## src/rtl/seg7_scan_pkg.sv

```systemverilog
// Shared constants for the 4-digit multiplexed hex display: segment table,
// digit-index encoding and pin-polarity helpers.
package seg7_scan_pkg;

  localparam int unsigned NUM_DIGITS = 4;
  localparam int unsigned NIB_W      = 4;
  localparam int unsigned SEG_W      = 7;
  localparam int unsigned DATA_W     = NUM_DIGITS * NIB_W;

  typedef enum logic [1:0] {D0, D1, D2, D3} idx_t;

  // Active-high GFEDCBA patterns; element 0 is the rightmost entry
  localparam logic [15:0][SEG_W-1:0] HEX_SEG = {
    7'h71, 7'h79, 7'h5E, 7'h39, 7'h7C, 7'h77, 7'h6F, 7'h7F,
    7'h07, 7'h7D, 7'h6D, 7'h66, 7'h4F, 7'h5B, 7'h06, 7'h3F
  };

  function automatic logic [NUM_DIGITS-1:0] en_pol(input logic [NUM_DIGITS-1:0] en_ah,
                                                   input logic act_low);
    return act_low ? ~en_ah : en_ah;
  endfunction

  function automatic logic [SEG_W-1:0] seg_pol(input logic [SEG_W-1:0] seg_ah,
                                               input logic act_low);
    return act_low ? ~seg_ah : seg_ah;
  endfunction

endpackage

```

## src/rtl/seg7_scan_hex7_decode.sv

```systemverilog
// Combinational hex nibble to active-high 7-segment pattern.
module hex7_decode
  import seg7_scan_pkg::*;
(
  input  logic [NIB_W-1:0] nib,
  output logic [SEG_W-1:0] seg_c
);

  assign seg_c = HEX_SEG[nib];

endmodule

```

## src/rtl/seg7_scan.sv

```systemverilog
// Multiplexed 4-digit hex display driver with valid/ready input, frame-boundary
// swap of the shown value, per-slot dead time and optional leading-zero blanking.
module seg7_scan
  import seg7_scan_pkg::*;
#(
  parameter int unsigned PRESCALE    = 1000,
  parameter int unsigned BLANK_CYC   = 50,
  parameter bit          EN_ACT_LOW  = 1'b1,
  parameter bit          SEG_ACT_LOW = 1'b0
) (
  input  logic                  clk,
  input  logic                  rst,
  input  logic [DATA_W-1:0]     data,
  input  logic                  data_valid,
  output logic                  data_ready,
  input  logic                  blank_lz,
  output logic [NUM_DIGITS-1:0] ds_en,
  output logic [SEG_W-1:0]      ds_seg
);

  localparam int unsigned CNT_W = (PRESCALE > 1) ? $clog2(PRESCALE) : 1;

  logic [CNT_W-1:0]      cnt_q;
  idx_t                  idx_q, idx_d;
  logic                  wrap, boundary;
  logic [DATA_W-1:0]     pend_reg, disp_reg;
  logic                  pend_full;
  logic                  lz_q;
  logic [NUM_DIGITS-1:0] en_onehot_c;
  logic [NIB_W-1:0]      nib_c;
  logic                  blank_c;
  logic [SEG_W-1:0]      seg_dec_c;
  logic                  zero3, zero2, zero1;

  assign wrap     = (cnt_q == CNT_W'(PRESCALE - 1));
  assign boundary = wrap && (idx_q == D3);

  // Slot prescaler
  always_ff @(posedge clk) begin
    if (rst)       cnt_q <= '0;
    else if (wrap) cnt_q <= '0;
    else           cnt_q <= cnt_q + CNT_W'(1);
  end

  // Digit index state register
  always_ff @(posedge clk) begin
    if (rst) idx_q <= D0;
    else     idx_q <= idx_d;
  end

  // Digit index next state: advance once per slot
  always_comb begin
    idx_d = idx_q;
    if (wrap) begin
      case (idx_q)
        D0: idx_d = D1;
        D1: idx_d = D2;
        D2: idx_d = D3;
        D3: idx_d = D0;
        default: idx_d = D0;
      endcase
    end
  end

  // Digit index output: one-hot enable of the current digit
  always_comb begin
    en_onehot_c = '0;
    case (idx_q)
      D0: en_onehot_c = 4'b0001;
      D1: en_onehot_c = 4'b0010;
      D2: en_onehot_c = 4'b0100;
      D3: en_onehot_c = 4'b1000;
      default: en_onehot_c = '0;
    endcase
  end

  // Pending/display pair; ready tracks the pending slot being free
  always_ff @(posedge clk) begin
    if (rst) begin
      pend_reg   <= '0;
      pend_full  <= 1'b0;
      disp_reg   <= '0;
      data_ready <= 1'b1;
    end else if (boundary && pend_full) begin
      disp_reg   <= pend_reg;
      pend_full  <= 1'b0;
      data_ready <= 1'b1;
    end else if (data_valid && data_ready) begin
      pend_reg   <= data;
      pend_full  <= 1'b1;
      data_ready <= 1'b0;
    end
  end

  // Blanking mode is latched per slot so a digit never changes mid-slot
  always_ff @(posedge clk) begin
    if (rst)               lz_q <= 1'b0;
    else if (cnt_q == '0)  lz_q <= blank_lz;
  end

  assign zero3 = (disp_reg[15:12] == 4'h0);
  assign zero2 = zero3 && (disp_reg[11:8] == 4'h0);
  assign zero1 = zero2 && (disp_reg[7:4] == 4'h0);

  // Nibble select and leading-zero blank for the current digit
  always_comb begin
    nib_c   = disp_reg[3:0];
    blank_c = 1'b0;
    case (idx_q)
      D0: nib_c = disp_reg[3:0];
      D1: begin nib_c = disp_reg[7:4];   blank_c = lz_q && zero1; end
      D2: begin nib_c = disp_reg[11:8];  blank_c = lz_q && zero2; end
      D3: begin nib_c = disp_reg[15:12]; blank_c = lz_q && zero3; end
      default: nib_c = disp_reg[3:0];
    endcase
  end

  hex7_decode u_dec (
    .nib   (nib_c),
    .seg_c (seg_dec_c)
  );

  // Pin registers: dead time at slot start, then the selected digit
  always_ff @(posedge clk) begin
    if (rst || (cnt_q < CNT_W'(BLANK_CYC))) begin
      ds_en  <= en_pol('0, EN_ACT_LOW);
      ds_seg <= seg_pol('0, SEG_ACT_LOW);
    end else begin
      ds_en  <= en_pol(en_onehot_c, EN_ACT_LOW);
      ds_seg <= seg_pol(blank_c ? '0 : seg_dec_c, SEG_ACT_LOW);
    end
  end

endmodule
```

## config.mk

```make
export PLATFORM = sky130hd
export DESIGN_NAME = seg7_scan
export DESIGN_NICKNAME = d
export VERILOG_FILES = /design/src/rtl/seg7_scan_pkg.sv /design/src/rtl/seg7_scan_hex7_decode.sv /design/src/rtl/seg7_scan.sv
export SDC_FILE = /design/constraint.sdc
export NUM_CORES = 1
export LEC_CHECK = 0
export ABC_AREA = 1
export ABC_CLOCK_PERIOD_IN_PS = 1800
export CAP_MARGIN = 20
export CELL_PAD_IN_SITES_DETAIL_PLACEMENT = 1
export CELL_PAD_IN_SITES_GLOBAL_PLACEMENT = 1
export CORE_MARGIN = 4
export CORE_UTILIZATION = 38
export CTS_BUF_LIST = sky130_fd_sc_hd__clkbuf_2
export CTS_CLUSTER_SIZE = 12
export DETAILED_ROUTE_END_ITERATION = 8
export PLACE_DENSITY = 0.85
export SYNTH_ARGS = -nofsm -noshare
export SYNTH_HDL_FRONTEND = slang
export SYNTH_SLANG_ARGS = --single-unit
```

## constraint.sdc

```tcl
create_clock -name clk -period 1.8 [get_ports clk]
set_input_delay 0.36 -clock clk [delete_from_list [all_inputs] [get_ports clk]]
set_output_delay 0.36 -clock clk [all_outputs]
set_load 0.01 [all_outputs]
```

==> results.toml, run 1 <==
[power]
power_density_nw_per_um2 = 698
leakagePower_nw = 1.52
ir_worst_vdd_mv = 0.297

[worst_setup_path]
max_stage_delay_ps = 400
worstRegToRegCells = 12
worstSetupStartpointType = "register"
crit_top_cell = "nand2_2"
criticalPathCategory = "reg -> reg"
crit_arrival_ps = 2180
crit_required_ps = 2240
crit_path_cell_trace = "buf_4, ha_4, nand2_2, nand2_2, o21ai_4, inv_2, ha_2, inv_1, nand2_2, nand2_2, nand2_1, a21oi_1"
end_kind = "register"
crit_fanout = 5
r2r_start = "idx_q[0]"
r2r_setup_slack_ps = 60
reg2reg_to = "ds_seg[5]"
cp_slowest_cell = "dfxtp_4"

[global_route]
grt_pass1_wl_um = 11400
grt_usage = 0.166
grt_max_degree = 34
grt_overflow = 0
antenna_found_initial = 0
grt_pass1_vias = 2581

[yosys]
synth_nets = 408
synth_top_family_by_area = "simple AND/OR/NAND/NOR gates"
ys_seq_elements = 58
synth-compound-area-share = 0.117
syn_area_um2 = 2710
ys_seq_area_frac = 0.428
syn_area_per_cell_um2 = 7.22
synthAdderAreaFrac = 0.0553
synth.area.mux_share = 0
synth_xor_area_frac = 0.00323
ys.warnings.count = 0
syn_inst = 376
synth-edff-count = 0
ys_types = 34
ys_async_sr_fraction = 0
ys_dominant_reg_cell = "dfxtp_1"
synth-simple-area-share = 0.329

[cells_and_area]
finish.instance_area_um2 = 3500
fillCellCount = 853
final_nets = 454
final_cell_mix = "78 x nand2_1, 72 x nor2_1, 54 x dfxtp_1"
n_antenna_cell = 0
drive_gt1_frac = 0.167
final_common_cell = "nand2_1"
syn_to_final_growth_pct = 28.9

[clock_network]
clkLatencyLatePin_ps = 500
clkTransAtPathRegs_ps = 170
clockBufferDepth = 2
cts_root_buf = "clkbuf_2"
htreeDepth = 3
cts_hold_buf = 0
cts_tree = "yes"
cts_buffers = 9
clkSinkCount = 58

[timing]
maxSlewViolCount = 0
finalClockSkew_ps = 16.2
hold_viol = 0
max_freq_mhz = 574
tightest_slew_ps = 424
relSlewSlack = 0.718
setup_violations = 0
fin_crit_sh = 0.968
grt_setup_unrepaired = "yes"
fin_tns_setup_ps = 0
period_minus_slack_ps = 1740

[route]
drc = 0
wl_um = 6830
wl_per_cell_um = 13.1
viasPerCell = 4.85
first_iter_violations = 60
first_pass_iters = 4
vias = 2521
postRouteAntennaNets = 0

[place]
place_area_um2 = 3220
post-dp-hpwl_um = 4790
place_congestion = 0.776
io_buffers = 31

[min_path]
hold_start = "cnt_q[0]"
min_to = "cnt_q[0]"
holdPathStages = 1
hold_path.class = "reg -> reg"

[floorplanning]
core_um2 = 6870
die_x_um = 92.5
dieArea_um2 = 8560
initial_core_util = 0.395
io_pins = 32
row_count = 30
fp.dieH_um = 92.5

[outcome]
status = "finished, final reports clean"

[run]
drv_cap = 0
[worst max-delay path, delay by kind of cell (launching register included)]
kind	cells	cell delay, ps
AO/OA/AOI/OAI	2	320
adder cells (fa/ha/maj)	2	340
buffers and inverters	3	270
flip-flops	1	400
AND/OR/NAND/NOR	5	340
[worst max-delay path by stage]
stage                     cells past startpoint         to      from  slack (ps)
after floorplan                              11  ds_seg[3]  idx_q[0]          20
after global placement                       11  ds_seg[3]  idx_q[0]          50
after detailed placement                     12  ds_seg[0]  idx_q[0]         -40
after CTS                                    12  ds_seg[0]  idx_q[0]          10
after global routing                         12  ds_seg[5]  idx_q[0]         -50
final                                        12  ds_seg[5]  idx_q[0]          60
[kinds of logic after synthesis]
group                      after synthesis
xor gates and xnor gates                 1
adders and majority gates               12
buffers and inverters                   43
AOI/OAI and AO/OA                       57
DFF                                     58
and+or+nand+nor                        205
[stage by stage]
| stage | std cells | utilization | power [W] | hold slack, ps | worst slack (ps) |
|---|---|---|---|---|---|
| after floorplan | 376 | - | 0.00148 | 430 | 24.3 |
| after global placement | 506 | 0.469 | 0.00156 | 447 | 52.6 |
| after detailed placement | 506 | 0.469 | 0.00157 | 465 | -42.1 |
| after CTS | 520 | 0.489 | 0.00247 | 461 | 12.0 |
| after global routing | 520 | 0.509 | 0.00256 | 468 | -51.5 |
| final | 520 | 0.509 | 0.00244 | 448 | 58.1 |
[area by class of cell]
| cell class | count | area (um2) | share of cell area |
|---|---|---|---|
| multi-input cells | 275 | 1500 | 0.428 |
| flip-flops and latches | 58 | 1170 | 0.335 |
| repair buffers | 47 | 465 | 0.133 |
| inverters | 31 | 128 | 0.0365 |
| well taps | 96 | 120 | 0.0343 |
| clock inverters | 4 | 70.1 | 0.0200 |
| clock buffers | 9 | 45.0 | 0.0129 |
[power breakdown]
| part | switching [W] | total [W] | leakage, nW | internal (W) |
|---|---|---|---|---|
| Sequential | 0.0000242 | 0.00135 | 0.474 | 0.00132 |
| Clock | 0.000476 | 0.000909 | 0.0735 | 0.000434 |
| Combinational | 0.0000851 | 0.000184 | 0.973 | 0.0000993 |
[synthesized netlist by cell type (2+ instances only)]
| cell | instances | area share |
|---|---|---|
| o21ai_2 | 2 | 0.0065 |
| o21ai_1 | 3 | 0.0055 |
| nor3_1 | 4 | 0.0074 |
| nor3_2 | 2 | 0.0074 |
| nand3b_1 | 16 | 0.044 |
| nor2_1 | 75 | 0.10 |
| nand3_1 | 13 | 0.024 |
| nand4_1 | 3 | 0.0069 |
| o21ai_0 | 17 | 0.031 |
| buf_2 | 3 | 0.0055 |
| inv_2 | 4 | 0.0055 |
| clkbuf_1 | 4 | 0.0055 |
| buf_6 | 2 | 0.0083 |
| a21oi_1 | 29 | 0.053 |
| dfxtp_1 | 58 | 0.43 |
| ha_1 | 12 | 0.055 |
| nand2_1 | 86 | 0.12 |
| buf_1 | 2 | 0.0028 |
| inv_1 | 26 | 0.036 |
[layer usage]
metal	GRT usage	wire [um]	vias up
met1	0.185	3040	1159
met4	0.0854	199	0
met2	0.298	3310	52
met3	0.0309	285	20
li1	-	-	1290
met5	0	0	-
[timing repair]
action                                  4_1_cts  5_1_grt
endpoints found under the setup margin        5       35
pin swaps                                     1        7
resized for setup                             8       38
buffers inserted                              1        0
Note: power is estimated with default switching activity, not from simulation.
==> run 2, diff against run 1 <==
- RECOVER_POWER: unset -> 50
==> results.toml, run 2 (synthesis gave the netlist of run 1 again) <==
[outcome]
status = "finished, final reports clean"

[clock_network]
clkTransAtPathRegs_ps = 170
clkSinkCount = 58
clkLatencyLatePin_ps = 500
htreeDepth = 3
cts_buffers = 9
cts_hold_buf = 0
clockBufferDepth = 2
cts_tree = "yes"
cts_root_buf = "clkbuf_2"

[route]
vias = 2521
drc = 0
postRouteAntennaNets = 0
first_iter_violations = 60
viasPerCell = 4.85
first_pass_iters = 4
wl_per_cell_um = 13.1
wl_um = 6830

[timing]
tightest_slew_ps = 424
grt_setup_unrepaired = "yes"
hold_viol = 0
max_freq_mhz = 574
finalClockSkew_ps = 16.2
fin_crit_sh = 0.968
maxSlewViolCount = 0
period_minus_slack_ps = 1740
setup_violations = 0
hold_ws_ps = 471
relSlewSlack = 0.718
fin_tns_setup_ps = 0
worst_slack_ps = 58.1

[run]
drv_cap = 0

[floorplanning]
core_um2 = 6870
io_pins = 32
fp.dieH_um = 92.5
row_count = 30
initial_core_util = 0.395
die_x_um = 92.5
dieArea_um2 = 8560

[worst_setup_path]
r2r_setup_slack_ps = 60
cp_slowest_cell = "dfxtp_4"
max_stage_delay_ps = 400
crit_buf_inv = 3
crit_required_ps = 2240
crit_top_cell = "nand2_2"
cpLargestDelayFamily = "flip-flops"
crit_arrival_ps = 2180
crit_fanout = 5
criticalPathCategory = "reg -> reg"
end_kind = "register"
crit_path_cell_trace = "buf_4, ha_4, nand2_2, nand2_2, o21ai_4, inv_2, ha_2, inv_1, nand2_2, nand2_2, nand2_1, a21oi_1"
worstSetupStartpointType = "register"

[global_route]
grt_max_degree = 34
grt_overflow = 0
grt_pass1_wl_um = 11400
grt_pass1_vias = 2581
grt_usage = 0.166
antenna_found_initial = 0

[cells_and_area]
final_common_cell = "nand2_1"
fin_cells = 520
final_nets = 454
n_antenna_cell = 0
drive_gt1_frac = 0.165
finish.instance_area_um2 = 3500
syn_to_final_growth_pct = 28.9
final_cell_mix = "78 x nand2_1, 72 x nor2_1, 55 x dfxtp_1"

[place]
post-dp-hpwl_um = 4790
dp.cells = 506
place_congestion = 0.776
place_area_um2 = 3220
io_buffers = 31
dp_slack_ps = -42.1

[min_path]
hold_path.class = "in -> reg"

[power]
ir_worst_vdd_mv = 0.297
power_density_nw_per_um2 = 698
leakagePower_nw = 1.52
run 2: changes by cell type in the layout (fill, tap and decap cells not counted):
cell,change
dfxtp_2,-1
dfxtp_1,+1
run 2: worst paths after layout:
kind         startpoint    endpoint  cells past startpoint
max            idx_q[0]   ds_seg[5]                     12
min          data_valid  data_ready                      4
max reg2reg    idx_q[0]   ds_seg[5]                     12
min reg2reg    cnt_q[0]    cnt_q[0]                      1
run 2: worst reg2reg max path: stages (launching register included):
cell and delay (ps):
dfxtp_4 400, buf_4 140, ha_4 170, nand2_2 70, nand2_2 70, o21ai_4 180, inv_2 70, ha_2 170
inv_1 60, nand2_2 70, nand2_2 80, nand2_1 50, a21oi_1 150
run 2: metal layers:
metal  vias up  wire (um)  global-route usage
li1       1290          -                   -
met1      1159       3040               0.185
met2        52       3310               0.298
met3        20        285              0.0309
met4         0        199              0.0854
met5         -          0                   0
run 2: metrics by stage:
stage	util	total power, W
finish	0.509	0.00244
global route	0.509	0.00256
CTS	0.489	0.00247
detailed placement	0.469	0.00157
global placement	0.469	0.00156
floorplan	-	0.00148
run 2: what timing repair did:
action	CTS	global route
gates resized for setup	8	38
pin swaps	1	7
buffers inserted	1	0
cloned	0	0
endpoints found under the hold margin	0	0
setup endpoints to repair	5	35
run 2: power by group:
part | internal, W | switching (W) | total, W
clock | 0.000434 | 0.000476 | 0.000909
combinational | 0.0000993 | 0.0000851 | 0.000184
sequential | 0.00132 | 0.0000242 | 0.00135
total | 0.00186 | 0.000585 | 0.00244
run 2: area by class of cell:
class	count	area, um2
Sequential cell	58	1170
Clock buffer	9	45.0
Clock inverter	4	70.1
Timing Repair Buffer	47	465
Inverter	31	128
Fill cell	854	3370
Tap cell	96	120
Multi-Input combinational cell	275	1500
==> run 3, diff against run 2 <==
- SKIP_CTS_REPAIR_TIMING: unset -> 1
==> results.toml, run 3 (synthesis gave the netlist of run 1 again) <==
[outcome]
status = "finished, final reports clean"

[worst_setup_path]
cp_slowest_cell = "dfxtp_4"
r2r_start = "idx_q[0]"
startpoint = "idx_q[0]"
cpLargestDelayFamily = "flip-flops"
crit_required_ps = 2190
end_kind = "register"
crit_fanout = 5
max_stage_delay_ps = 390
crit_buf_inv = 2
criticalPathCategory = "reg -> reg"
crit_arrival_ps = 2110
crit_path_cell_trace = "buf_4, ha_4, nand2_2, nand2_2, nor2_1, nor2_2, buf_4, ha_1, o21ai_1, a21oi_1"
worstSetupStartpointType = "register"

[timing]
finalClockSkew_ps = 18.3
period_minus_slack_ps = 1720
hold_viol = 0
setup_violations = 0
fin_crit_sh = 0.957
tightest_slew_ps = 445
grt_setup_unrepaired = "yes"
relSlewSlack = 0.703
maxSlewViolCount = 0
max_freq_mhz = 581

[route]
vias = 2543
wl_per_cell_um = 13.4
first_iter_violations = 93
first_pass_iters = 4
drc = 0
postRouteAntennaNets = 0
viasPerCell = 4.89
wl_um = 6960

[floorplanning]
io_pins = 32
initial_core_util = 0.395
die_x_um = 92.5
core_um2 = 6870
dieArea_um2 = 8560
fp.dieH_um = 92.5
row_count = 30

[place]
place_area_um2 = 3220
post-dp-hpwl_um = 4790
place_congestion = 0.776
io_buffers = 31

[cells_and_area]
n_antenna_cell = 0
syn_to_final_growth_pct = 29.4
drive_gt1_frac = 0.170
final_common_cell = "nand2_1"
finish.instance_area_um2 = 3510
multi_input_area_um2 = 1510
register_area_um2 = 1170
final_cell_mix = "77 x nand2_1, 73 x nor2_1, 54 x dfxtp_1"
final_nets = 454
fillCellCount = 855

[clock_network]
clockBufferDepth = 2
cts_tree = "yes"
clkLatencyLatePin_ps = 480
cts_buffers = 9
clkTransAtPathRegs_ps = 170
cts_root_buf = "clkbuf_2"
htreeDepth = 3
clkSinkCount = 58

[power]
leakagePower_nw = 1.52
total_power_w = 0.00244
seqPwrFrac = 0.554
p_switching_w = 0.000579
p_int_w = 0.00186
power_switching_share = 0.237
power_density_nw_per_um2 = 694
ir_worst_vdd_mv = 0.290
p_clk_frac = 0.370
p_comb_frac = 0.076

[min_path]
hold_path.class = "reg -> reg"
hold_start = "cnt_q[0]"

[global_route]
grt_usage = 0.165
antenna_found_initial = 0
grt_pass1_wl_um = 11300
grt_max_degree = 34
grt_pass1_vias = 2569
grt_overflow = 0

[run]
drv_cap = 0
[run 3: cell counts in the layout (fill, tap and decap cells not counted)]
No cell type changed its count.
[run 3: final cells by class]
cell class | count | area share
tap | 96 | 0.0342
multi-input combinational | 275 | 0.430
clock inverter | 4 | 0.0200
sequential | 58 | 0.333
clock buffer | 9 | 0.0128
inverter | 31 | 0.0363
timing repair buffer | 47 | 0.134
[run 3: worst register-to-register path, delay by kind of cell (launching register included)]
family                   cells  cell delay (ps)
flip-flops                   1              390
adder cells (fa/ha/maj)      2              380
buffers and inverters        2              290
AO/OA/AOI/OAI                2              220
AND/OR/NAND/NOR              4              360
[run 3: layer usage]
layer,global-route usage,share of wire,wire (um),up-vias
met5,0,0,0,-
met1,0.184,0.44,3060,1172
met3,0.0309,0.047,325,18
li1,-,-,-,1290
met4,0.0854,0.030,208,0
met2,0.295,0.48,3370,63
[run 3: power groups by stage]
stage	logic (W)	clock network (W)	registers, W
2_1_floorplan	0.000108	0	0.00137
3_3_place_gp	0.000180	0	0.00138
3_5_place_dp	0.000187	0	0.00138
4_1_cts	0.000187	0.000929	0.00135
5_1_grt	0.000213	0.000986	0.00136
6_report	0.000186	0.000901	0.00135
[run 3: final timing paths]
path,to,slack (ps),depth (start not counted)
max,ds_seg[2],80,10
min,cnt_q[0],460,1
max reg2reg,ds_seg[2],80,10
min reg2reg,cnt_q[0],460,1
[run 3: stage by stage]
stage	instances	TNS (ps)	setup WS [ps]	utilization	hold WS [ps]
final	520	0	77.8	0.511	456
after global routing	520	-311	-79.4	0.511	473
after CTS	519	-234	-72.4	0.486	463
after detailed placement	506	-104	-42.1	0.469	465
after global placement	506	0	52.6	0.469	447
after floorplan	376	0	24.3	-	430
